--- src/rtl/can_pkg.sv ---
`default_nettype none
// ============================================================================
// Module      : can_pkg
// Description : Shared constants and types for the CAN receive-frame FIFO:
//               register offsets, STATUS/command bit positions, entry layout.
// Revision    : 1.0 - initial release
// ============================================================================
package can_pkg;

  // Register word offsets on the TinyQV bus
  localparam logic [1:0] CAN_REG_ID   = 2'd0;
  localparam logic [1:0] CAN_REG_STAT = 2'd1;
  localparam logic [1:0] CAN_REG_D0   = 2'd2;
  localparam logic [1:0] CAN_REG_D1   = 2'd3;

  // STATUS read-back bit positions
  localparam int STAT_DLC_LSB  = 0;
  localparam int STAT_EMPTY    = 4;
  localparam int STAT_FULL     = 5;
  localparam int STAT_OVF      = 6;
  localparam int STAT_IRQEN    = 7;
  localparam int STAT_DROP_LSB = 8;
  localparam int STAT_CNT_LSB  = 16;

  // STATUS write command bit positions (self-clearing, never stored)
  localparam int CMD_IRQEN   = 7;
  localparam int CMD_POP     = 8;
  localparam int CMD_CLR_OVF = 9;
  localparam int CMD_FLUSH   = 10;

  // One stored frame: ext, rtr, id29, dlc4, data64
  localparam int ENTRY_W = 99;

  typedef struct packed {
    logic        ext;
    logic        rtr;
    logic [28:0] id;
    logic [3:0]  dlc;
    logic [63:0] data;
  } can_entry_t;

  // Increment that sticks at 255 instead of wrapping
  function automatic logic [7:0] sat_inc8(input logic [7:0] v);
    return (v == 8'hFF) ? v : v + 8'd1;
  endfunction

endpackage
`default_nettype wire

--- src/rtl/can_fifo_ptr.sv ---
`default_nettype none
// ============================================================================
// Module      : can_fifo_ptr
// Description : Read/write pointer and occupancy tracking for the CAN RX FIFO.
//               Arbitrates push, pop and flush; a full FIFO still accepts a
//               push when a pop happens in the same cycle.
// Revision    : 1.0 - initial release
// ============================================================================
module can_fifo_ptr #(
  parameter int DEPTH = 4
) (
  input  logic                       clk,
  input  logic                       rst_n,
  input  logic                       push_req,
  input  logic                       pop_req,
  input  logic                       flush,
  output logic [$clog2(DEPTH)-1:0]   wr_ptr,
  output logic [$clog2(DEPTH)-1:0]   rd_ptr,
  output logic [$clog2(DEPTH):0]     count,
  output logic                       full,
  output logic                       empty,
  output logic                       push_ok,
  output logic                       drop
);

  localparam int PW = $clog2(DEPTH);
  localparam int CW = PW + 1;

  logic [PW-1:0] wr_ptr_q, wr_ptr_d;
  logic [PW-1:0] rd_ptr_q, rd_ptr_d;
  logic [CW-1:0] count_q,  count_d;
  logic          pop_ok;

  assign full   = (count_q == CW'(DEPTH));
  assign empty  = (count_q == '0);
  assign wr_ptr = wr_ptr_q;
  assign rd_ptr = rd_ptr_q;
  assign count  = count_q;

  // Arbitration and next-pointer computation; flush overrides everything
  always_comb begin
    push_ok  = push_req & ~flush & (~full | pop_req);
    pop_ok   = pop_req & ~empty & ~flush;
    drop     = push_req & ~flush & full & ~pop_req;
    wr_ptr_d = wr_ptr_q + PW'(push_ok);
    rd_ptr_d = rd_ptr_q + PW'(pop_ok);
    count_d  = count_q + CW'(push_ok) - CW'(pop_ok);
    if (flush) begin
      rd_ptr_d = wr_ptr_q;
      count_d  = '0;
    end
  end

  // Pointer and occupancy registers
  always_ff @(posedge clk) begin
    if (!rst_n) begin
      wr_ptr_q <= '0;
      rd_ptr_q <= '0;
      count_q  <= '0;
    end else begin
      wr_ptr_q <= wr_ptr_d;
      rd_ptr_q <= rd_ptr_d;
      count_q  <= count_d;
    end
  end

endmodule
`default_nettype wire

--- src/rtl/can_rx_fifo.sv ---
`default_nettype none
// ============================================================================
// Module      : can_rx_fifo
// Description : Receive-frame buffer behind the CAN receiver. Stores valid
//               frames in a DEPTH-entry FIFO, exposes the head entry and a
//               STATUS/command word on a 4-word bus window, raises irq while
//               frames are pending.
// Revision    : 1.0 - initial release
// ============================================================================
module can_rx_fifo
  import can_pkg::*;
#(
  parameter int DEPTH = 4
) (
  input  logic        clk,
  input  logic        rst_n,
  input  logic        in_valid,
  input  logic [28:0] in_id,
  input  logic        in_ext,
  input  logic        in_rtr,
  input  logic [3:0]  in_dlc,
  input  logic [63:0] in_data,
  input  logic        cs,
  input  logic        we,
  input  logic [1:0]  rs,
  input  logic [31:0] d,
  output logic [31:0] q,
  output logic        irq
);

  localparam int PW = $clog2(DEPTH);
  localparam int CW = PW + 1;

  logic [PW-1:0] wr_ptr, rd_ptr;
  logic [CW-1:0] count;
  logic          full, empty, push_ok, drop;
  logic          stat_wr, cmd_pop, cmd_clr, cmd_flush;

  logic          ovf_q,   ovf_d;
  logic [7:0]    drop_q,  drop_d;
  logic          irqen_q, irqen_d;

  can_entry_t    mem_q [DEPTH];
  can_entry_t    head;
  logic [31:0]   status;

  assign stat_wr   = cs & we & (rs == CAN_REG_STAT);
  assign cmd_pop   = stat_wr & d[CMD_POP];
  assign cmd_clr   = stat_wr & d[CMD_CLR_OVF];
  assign cmd_flush = stat_wr & d[CMD_FLUSH];

  can_fifo_ptr #(
    .DEPTH (DEPTH)
  ) u_ptr (
    .clk      (clk),
    .rst_n    (rst_n),
    .push_req (in_valid),
    .pop_req  (cmd_pop),
    .flush    (cmd_flush),
    .wr_ptr   (wr_ptr),
    .rd_ptr   (rd_ptr),
    .count    (count),
    .full     (full),
    .empty    (empty),
    .push_ok  (push_ok),
    .drop     (drop)
  );

  // Entry storage; contents are meaningless until written, so no reset
  always_ff @(posedge clk) begin
    if (rst_n && push_ok) begin
      mem_q[wr_ptr] <= '{ext: in_ext, rtr: in_rtr, id: in_id,
                         dlc: in_dlc, data: in_data};
    end
  end

  // Overflow flag, drop counter and irq enable; a drop in the same cycle as
  // CLR_OVF is still recorded so no lost frame goes unreported
  always_comb begin
    ovf_d   = ovf_q;
    drop_d  = drop_q;
    irqen_d = irqen_q;
    if (stat_wr) irqen_d = d[CMD_IRQEN];
    if (cmd_clr) begin
      ovf_d  = 1'b0;
      drop_d = '0;
    end
    if (drop) begin
      ovf_d  = 1'b1;
      drop_d = sat_inc8(drop_d);
    end
  end

  // Control/status registers
  always_ff @(posedge clk) begin
    if (!rst_n) begin
      ovf_q   <= 1'b0;
      drop_q  <= '0;
      irqen_q <= 1'b0;
    end else begin
      ovf_q   <= ovf_d;
      drop_q  <= drop_d;
      irqen_q <= irqen_d;
    end
  end

  // Head entry gated to zero when empty (storage may hold stale data), then
  // STATUS assembly and read mux
  always_comb begin
    head   = empty ? '0 : mem_q[rd_ptr];
    status = '0;
    status[STAT_DLC_LSB +: 4]  = head.dlc;
    status[STAT_EMPTY]         = empty;
    status[STAT_FULL]          = full;
    status[STAT_OVF]           = ovf_q;
    status[STAT_IRQEN]         = irqen_q;
    status[STAT_DROP_LSB +: 8] = drop_q;
    status[STAT_CNT_LSB +: CW] = count;
    q = '0;
    if (cs) begin
      case (rs)
        CAN_REG_ID:   q = {head.ext, head.rtr, 1'b0, head.id};
        CAN_REG_STAT: q = status;
        CAN_REG_D0:   q = head.data[31:0];
        default:      q = head.data[63:32];
      endcase
    end
  end

  assign irq = irqen_q & ~empty;

endmodule
`default_nettype wire

--- config.mk ---
export PLATFORM = sky130hd
export DESIGN_NAME = can_rx_fifo
export DESIGN_NICKNAME = d
export VERILOG_FILES = /design/src/rtl/can_pkg.sv /design/src/rtl/can_fifo_ptr.sv /design/src/rtl/can_rx_fifo.sv
export SDC_FILE = /design/constraint.sdc
export NUM_CORES = 1
export LEC_CHECK = 0
export CAP_MARGIN = 20
export CELL_PAD_IN_SITES_DETAIL_PLACEMENT = 2
export CELL_PAD_IN_SITES_GLOBAL_PLACEMENT = 2
export CORE_ASPECT_RATIO = 1.2
export CORE_MARGIN = 2
export CORE_UTILIZATION = 41
export CTS_CLUSTER_DIAMETER = 150
export CTS_CLUSTER_SIZE = 14
export DETAILED_ROUTE_END_ITERATION = 10
export HOLD_SLACK_MARGIN = 0.1
export PLACE_DENSITY = 0.87
export SYNTH_ARGS = -nofsm -noshare
export SYNTH_HDL_FRONTEND = slang
export SYNTH_SLANG_ARGS = --single-unit
--- constraint.sdc ---
create_clock -name clk -period 30.8 [get_ports clk]
set_clock_uncertainty 0.15 [all_clocks]
set_input_delay 6.16 -clock clk [delete_from_list [all_inputs] [get_ports clk]]
set_output_delay 6.16 -clock clk [all_outputs]
set_load 0.03 [all_outputs]
== Yosys cells after proc, flatten, opt, wreduce, memory -nomap -nowiden ==
Memory sizes are Yosys's and may differ from the RTL's. A register that Yosys moved wholly into a read port is not among the register bits.
Cells that the tools add are included.

* Register bits: 17
* Bits in writable memories: 396
* Input bits: 138
* Output and inout bits: 33
* Memories kept: 1

{| class="wikitable"
|+ Memories
! memory !! words !! bits a word !! read ports !! clocked after Yosys merged registers in !! wr ports !! RTL line !! text
|-
| mem_q || 4 || 99 || 1 || 1 || 1 || can_rx_fifo.sv:43 || <nowiki>can_entry_t mem_q [DEPTH];</nowiki>
|}

* Add/sub/neg operators: 5
* Eq/ne operators: 4
* Mux-type cells: 12
* Bitwise gates (word level): 18
* Reductions and logical operators: 5

{| class="wikitable"
|+ Operators with widths
! kind !! count
|-
| $mux W99 || 1
|-
| $pmux W32 S3 || 1
|-
| $mux W32 || 1
|-
| $mux W8 || 3
|-
| $and A1 B1 Y1 || 12
|-
| $add A8 B1 Y8 const B || 1
|-
| $eq A8 B8 Y1 const B || 1
|-
| $not A1 Y1 || 5
|-
| $add A2 B1 Y2 || 2
|-
| $mux W1 || 4
|-
| $mux W2 || 2
|-
| $add A3 B1 Y3 || 1
|-
| $eq A3 B3 Y1 const B || 1
|-
| $logic_not A3 Y1 || 1
|-
| $sub A3 B1 Y3 || 1
|-
| $eq A2 B1 Y1 const B || 1
|-
| $eq A2 B2 Y1 const B || 1
|-
| $logic_not A2 Y1 || 1
|-
| $reduce_bool A2 Y1 || 1
|-
| $reduce_or A2 Y1 || 1
|-
| $logic_and A1 B1 Y1 || 1
|-
| $or A1 B1 Y1 || 1
|}

== Longest topological paths before layout ==
* Depth in word-level cells: 9
* Gate-level depth with buffers: 11

== Modules after synthesis ==
A second synthesis with hierarchy kept.

* Cell total of the unflattened synthesis: 872
* Area, all modules: 16404.5 µm²

{| class="wikitable"
|+ Modules (own cells, without submodules)
! module !! times used !! cells each !! area each (µm²) !! seq. area each (µm²)
|-
| can_rx_fifo || 1 || 831 || 16012.9 || 12091.6
|-
| can_fifo_ptr || 1 || 41 || 391.6 || 140.1
|}

== Worst setup path after synthesis ==
No wires, ideal clock.

* Kind: input port to flip-flop
* Start: input port rs[1]
* End: memory mem_q[0][0] in the netlist's numbering, enable pin
* Arrival: 13.576 ns
* Data required time: 29.971 ns
* Path slack: 16.395 ns
* Stages: 5
* Buffers on the path: 1
* Path through: and4b_1 -> buf_6 -> and2_1 -> o2111ai_1 -> nor3_1

* Longest elaborated chain between the ends: 9

{| class="wikitable"
|+ RTL lines
! item !! RTL line !! text
|-
| from (decl) || can_rx_fifo.sv:25 || <nowiki>input logic [1:0] rs,</nowiki>
|-
| $eq A2 B1 Y1 (*) || can_rx_fifo.sv:47 || <nowiki>assign stat_wr = cs & we & (rs == CAN_REG_STAT);</nowiki>
|-
| $and A1 B1 Y1 (*) || can_rx_fifo.sv:47 ||
|-
| $and A1 B1 Y1 || can_rx_fifo.sv:50 || <nowiki>assign cmd_flush = stat_wr & d[CMD_FLUSH];</nowiki>
|-
| $not A1 Y1 || can_fifo_ptr.sv:42 || <nowiki>push_ok = push_req & ~flush & (~full | pop_req);</nowiki>
|-
| $and A1 B1 Y1 || can_fifo_ptr.sv:42 ||
|-
| $and A1 B1 Y1 (*) || can_fifo_ptr.sv:42 ||
|-
| $logic_and A1 B1 Y1 (*) || can_rx_fifo.sv:71 || <nowiki>if (rst_n && push_ok) begin</nowiki>
|-
| $mux W1 (*) || can_rx_fifo.sv:71 ||
|-
| $mux W1 (implied by the code) (*) || can_rx_fifo.sv:72 || <nowiki>mem_q[wr_ptr] <= '{ext: in_ext, rtr: in_rtr, id: in_id,</nowiki>
|-
| to (decl) || can_rx_fifo.sv:43 ||
|}

Every way passes the cells marked *; elsewhere a longest branch is shown, timed or not.

== Final worst setup path ==
* Start: input port rs[1]
* End: output port q[13]

* Longest elaborated chain between the ends: 3

{| class="wikitable"
|+ RTL lines
! item !! RTL line !! text
|-
| $eq A2 B2 Y1, or another cell as far along || can_rx_fifo.sv:121 || <nowiki>case (rs)</nowiki>
|-
| $pmux W32 S3 (*) || can_rx_fifo.sv:121 ||
|-
| $mux W32 (*) || can_rx_fifo.sv:120 || <nowiki>if (cs) begin</nowiki>
|-
| to (decl) || can_rx_fifo.sv:27 || <nowiki>output logic [31:0] q,</nowiki>
|}

Marks and branches as above.

==> results.md <==
- Status: completed
- CORE AREA: slightly below 40000 µm²
- Vias per cell: approximately 5.6
- Layout cells sized above 1: between 10% and 20%
- Leak: between 0.005 and 0.006 µW
- Final setup TNS: 0 ns
- RePlAce Congestion: 0.7619
- CTS tree: yes
- Clk_lat worst skew: around 0.52 ns
- Die H: 224.0 µm
- Utilization after layout: 48.80%
- Slew margin rel.: around 34%
- Clk network pwr share: 33.8%
- H-Tree Depth: 2
- First-pass GRT wire length: 64910 µm
- Seq/Total Area, Yosys: roughly 74%
- Net Sw Power: 291.2 µW
- Cell Rows: 80
- CP arrival: just over 9 ns
- Commonest non-fill, non-tap cell in the layout: edfxtp_1
- CTS root buf: clkbuf_16
- Setup crit end kind: primary output
- Switching Share: approximately a quarter
- Crit path max fanout: 57
- Layout area overhead: 17.27%
- FMAX: ~64 MHz
- Most frequent cells in the layout: 396 x edfxtp_1, 140 x clkdlybuf4s50_1, 72 x mux4_2, 65 x nand2_1, 63 x mux2i_1
- CP Cell Sequence: buf_2 > buf_4 > nand2b_1 > o221ai_1 > nand2_1 > a222oi_1 > clkdlybuf4s50_1
- Cell count after synthesis: 882
- Final Non-Filler Cells: around 1600
- Sequential Power Share: 54.4%
- Post-CTS sizing: 0
- Share of flip-flops with an asynchronous set or reset: 0%
- Final Max Slew Viols: 0
- Clock Sinks: between 400 and 500
- Worst Hold Class: flip-flop to flip-flop
- Clock buffer depth: 3
- Post-synthesis register bit count: 413
- Layout Nets: 1160
- Clock transition at path regs: approximately 0.070 ns
- Overall routing resource usage: about a fifth
- DR vias: ~8800
- DRC viols: 0
- Crit path time final: around 16 ns
- Post-synth EDFFs: around 400
- # setup viols final: 0
- Syn Area/Cell: 18.75 µm²
- Worst-margin pin slew: roughly 0.98 ns
- Largest net degree at the start of global routing: 58
- Initial antenna violation count: 5
- Worst vdd ir: about 0.045 mV
- Cell Area, Synth: approximately 17000 µm²
- Wirelength per Cell: roughly 27 µm
- Drt total wl: around 43000 µm
- Starting Density: between 40% and 50%
- Number of max-cap violations: 0
- Slowest Stage Delay on Critical Path: around 0.77 ns
- Post-CTS Setup Inserts: 0
- Port Buffer Count: roughly 140
- PwrDens: ~62 nW/µm²
- Comb power frac: 11.8%
- Initial DRC count: 547
- Fillers: 3542
- Worst Path Required: between 20 and 25 ns
- Pint: ~900 µW
- Grt ovf: 0
- Die ar.: 41960 µm²
- DRT Pass-1 Iters: 6
- Io pins: 171
- Mapped Nets: just over 1000
- Worst setup startpoint: rs[1]
- Total power: around 1200 µW
- Die width: between 150 and 200 µm
- Crit path kind: input port to primary output
- # placed instances: 1514
- Hpwl dp: around 27000 µm
- Synth Flop Type: edfxtp_1
- Hold_sp: irqen_q
- Vias in the first global route: roughly 10000
- Hold_buf cts: 0
- Antenna Nets Post-Route: 0
- Slowest CP cell: clkdlybuf4s50_1
- Worst r2r src: u_ptr.count[0]
- Netlist cell types: 60
- Yosys warns: 0
- Crit path launch type: input port
- Clock buffer count from CTS: 35
- Final Hold Violating Endpoints: 0
- Ratio of final minimum period to clock period: about half
- RSZ-0062 raised after global routing: no
## power groups by stage
stage	registers, µW	logic (µW)	clock network (µW)
floorplan	671	80.4	0
global placement	667	138	0
detailed placement	671	144	0
CTS	659	146	422
global route	661	154	437
finish	658	143	409
## Yosys cell counts, types with 5 or more instances
master	number	share of area, %
edfxtp_1	396	72
mux4_2	72	9.8
nand2_1	65	1.5
mux2i_1	63	3.8
a21oi_1	33	1.0
clkbuf_1	19	0.43
dfxtp_1	17	2.1
o21ai_0	17	0.51
buf_2	14	0.42
o21ai_1	14	0.42
a211oi_1	13	0.59
o221ai_1	13	0.69
a211o_1	12	0.64
a222oi_1	12	0.73
buf_6	11	0.75
nor2b_1	11	0.42
nor2_1	10	0.23
nor3_1	9	0.27
buf_1	7	0.16
o22ai_1	7	0.26
inv_1	5	0.11
## per-stage QoR
| stage | worst slack (ns) | instance area, µm² | hold WS (ns) |
|---|---|---|---|
| finish | 15.15 | 19390 | 0.3895 |
| floorplan | 16.39 | 16540 | 0.3048 |
| CTS | 15.17 | 19360 | 0.3905 |
| detailed placement | 15.20 | 18380 | 0.3807 |
| global route | 14.97 | 19390 | 0.4378 |
| global placement | 15.22 | 18380 | 0.3448 |
## kinds of logic (layout without fill, tap and decap cells)
| logic type | after synthesis | after routing | share of synthesized area (%) |
|---|---|---|---|
| AOI/OAI and AO/OA | 140 | 140 | 5.857 |
| and+or+nand+nor | 120 | 120 | 3.549 |
| DFF | 413 | 413 | 73.97 |
| xor gates and xnor gates | 4 | 4 | 0.2119 |
| other | 0 | 2 | 0 |
| adders and majority gates | 3 | 3 | 0.2724 |
| muxes | 136 | 136 | 13.69 |
| buffers and inverters | 66 | 216 | 2.452 |
## critical path, delay by kind of cell
family,cells,cell delay (ns)
buf+inv,3,1.39
simple gates,2,0.83
compound gates,2,0.91
## worst paths after layout
kind,cells after the start,slack [ns],to
max,7,15.15,q[13]
min,2,0.39,irqen_q
max reg2reg,9,27.63,u_ptr.count[2]
min reg2reg,2,0.39,irqen_q
## registers in the layout (all words and copies together), names as in the netlist
| name | cells |
|---|---|
| u_ptr.wr_ptr | 2 |
| mem_q | 396 |
| u_ptr.count | 3 |
| irqen_q | 1 |
| drop_q | 8 |
| ovf_q | 1 |
| u_ptr.rd_ptr | 2 |
## routing by layer
layer / track usage (%) / share of wire, %
met3: 3.791 / 4.6
met4: 6.861 / 2.9
met5: 0 / 0.12
met2: 38.57 / 54
met1: 24.44 / 39
## layout make-up
cell class	count	area [µm²]	area share, %
well taps	533	666.9	3.439
clock inverters	1	8.758	0.04517
multi-input cells	403	3919	20.21
flip-flops and latches	413	12240	63.12
repair buffers	158	1551	8.001
clock buffers	49	970.9	5.007
diodes	2	5.005	0.02581
inverters	8	30.03	0.1549
Power figures use the tool's default switching activity.
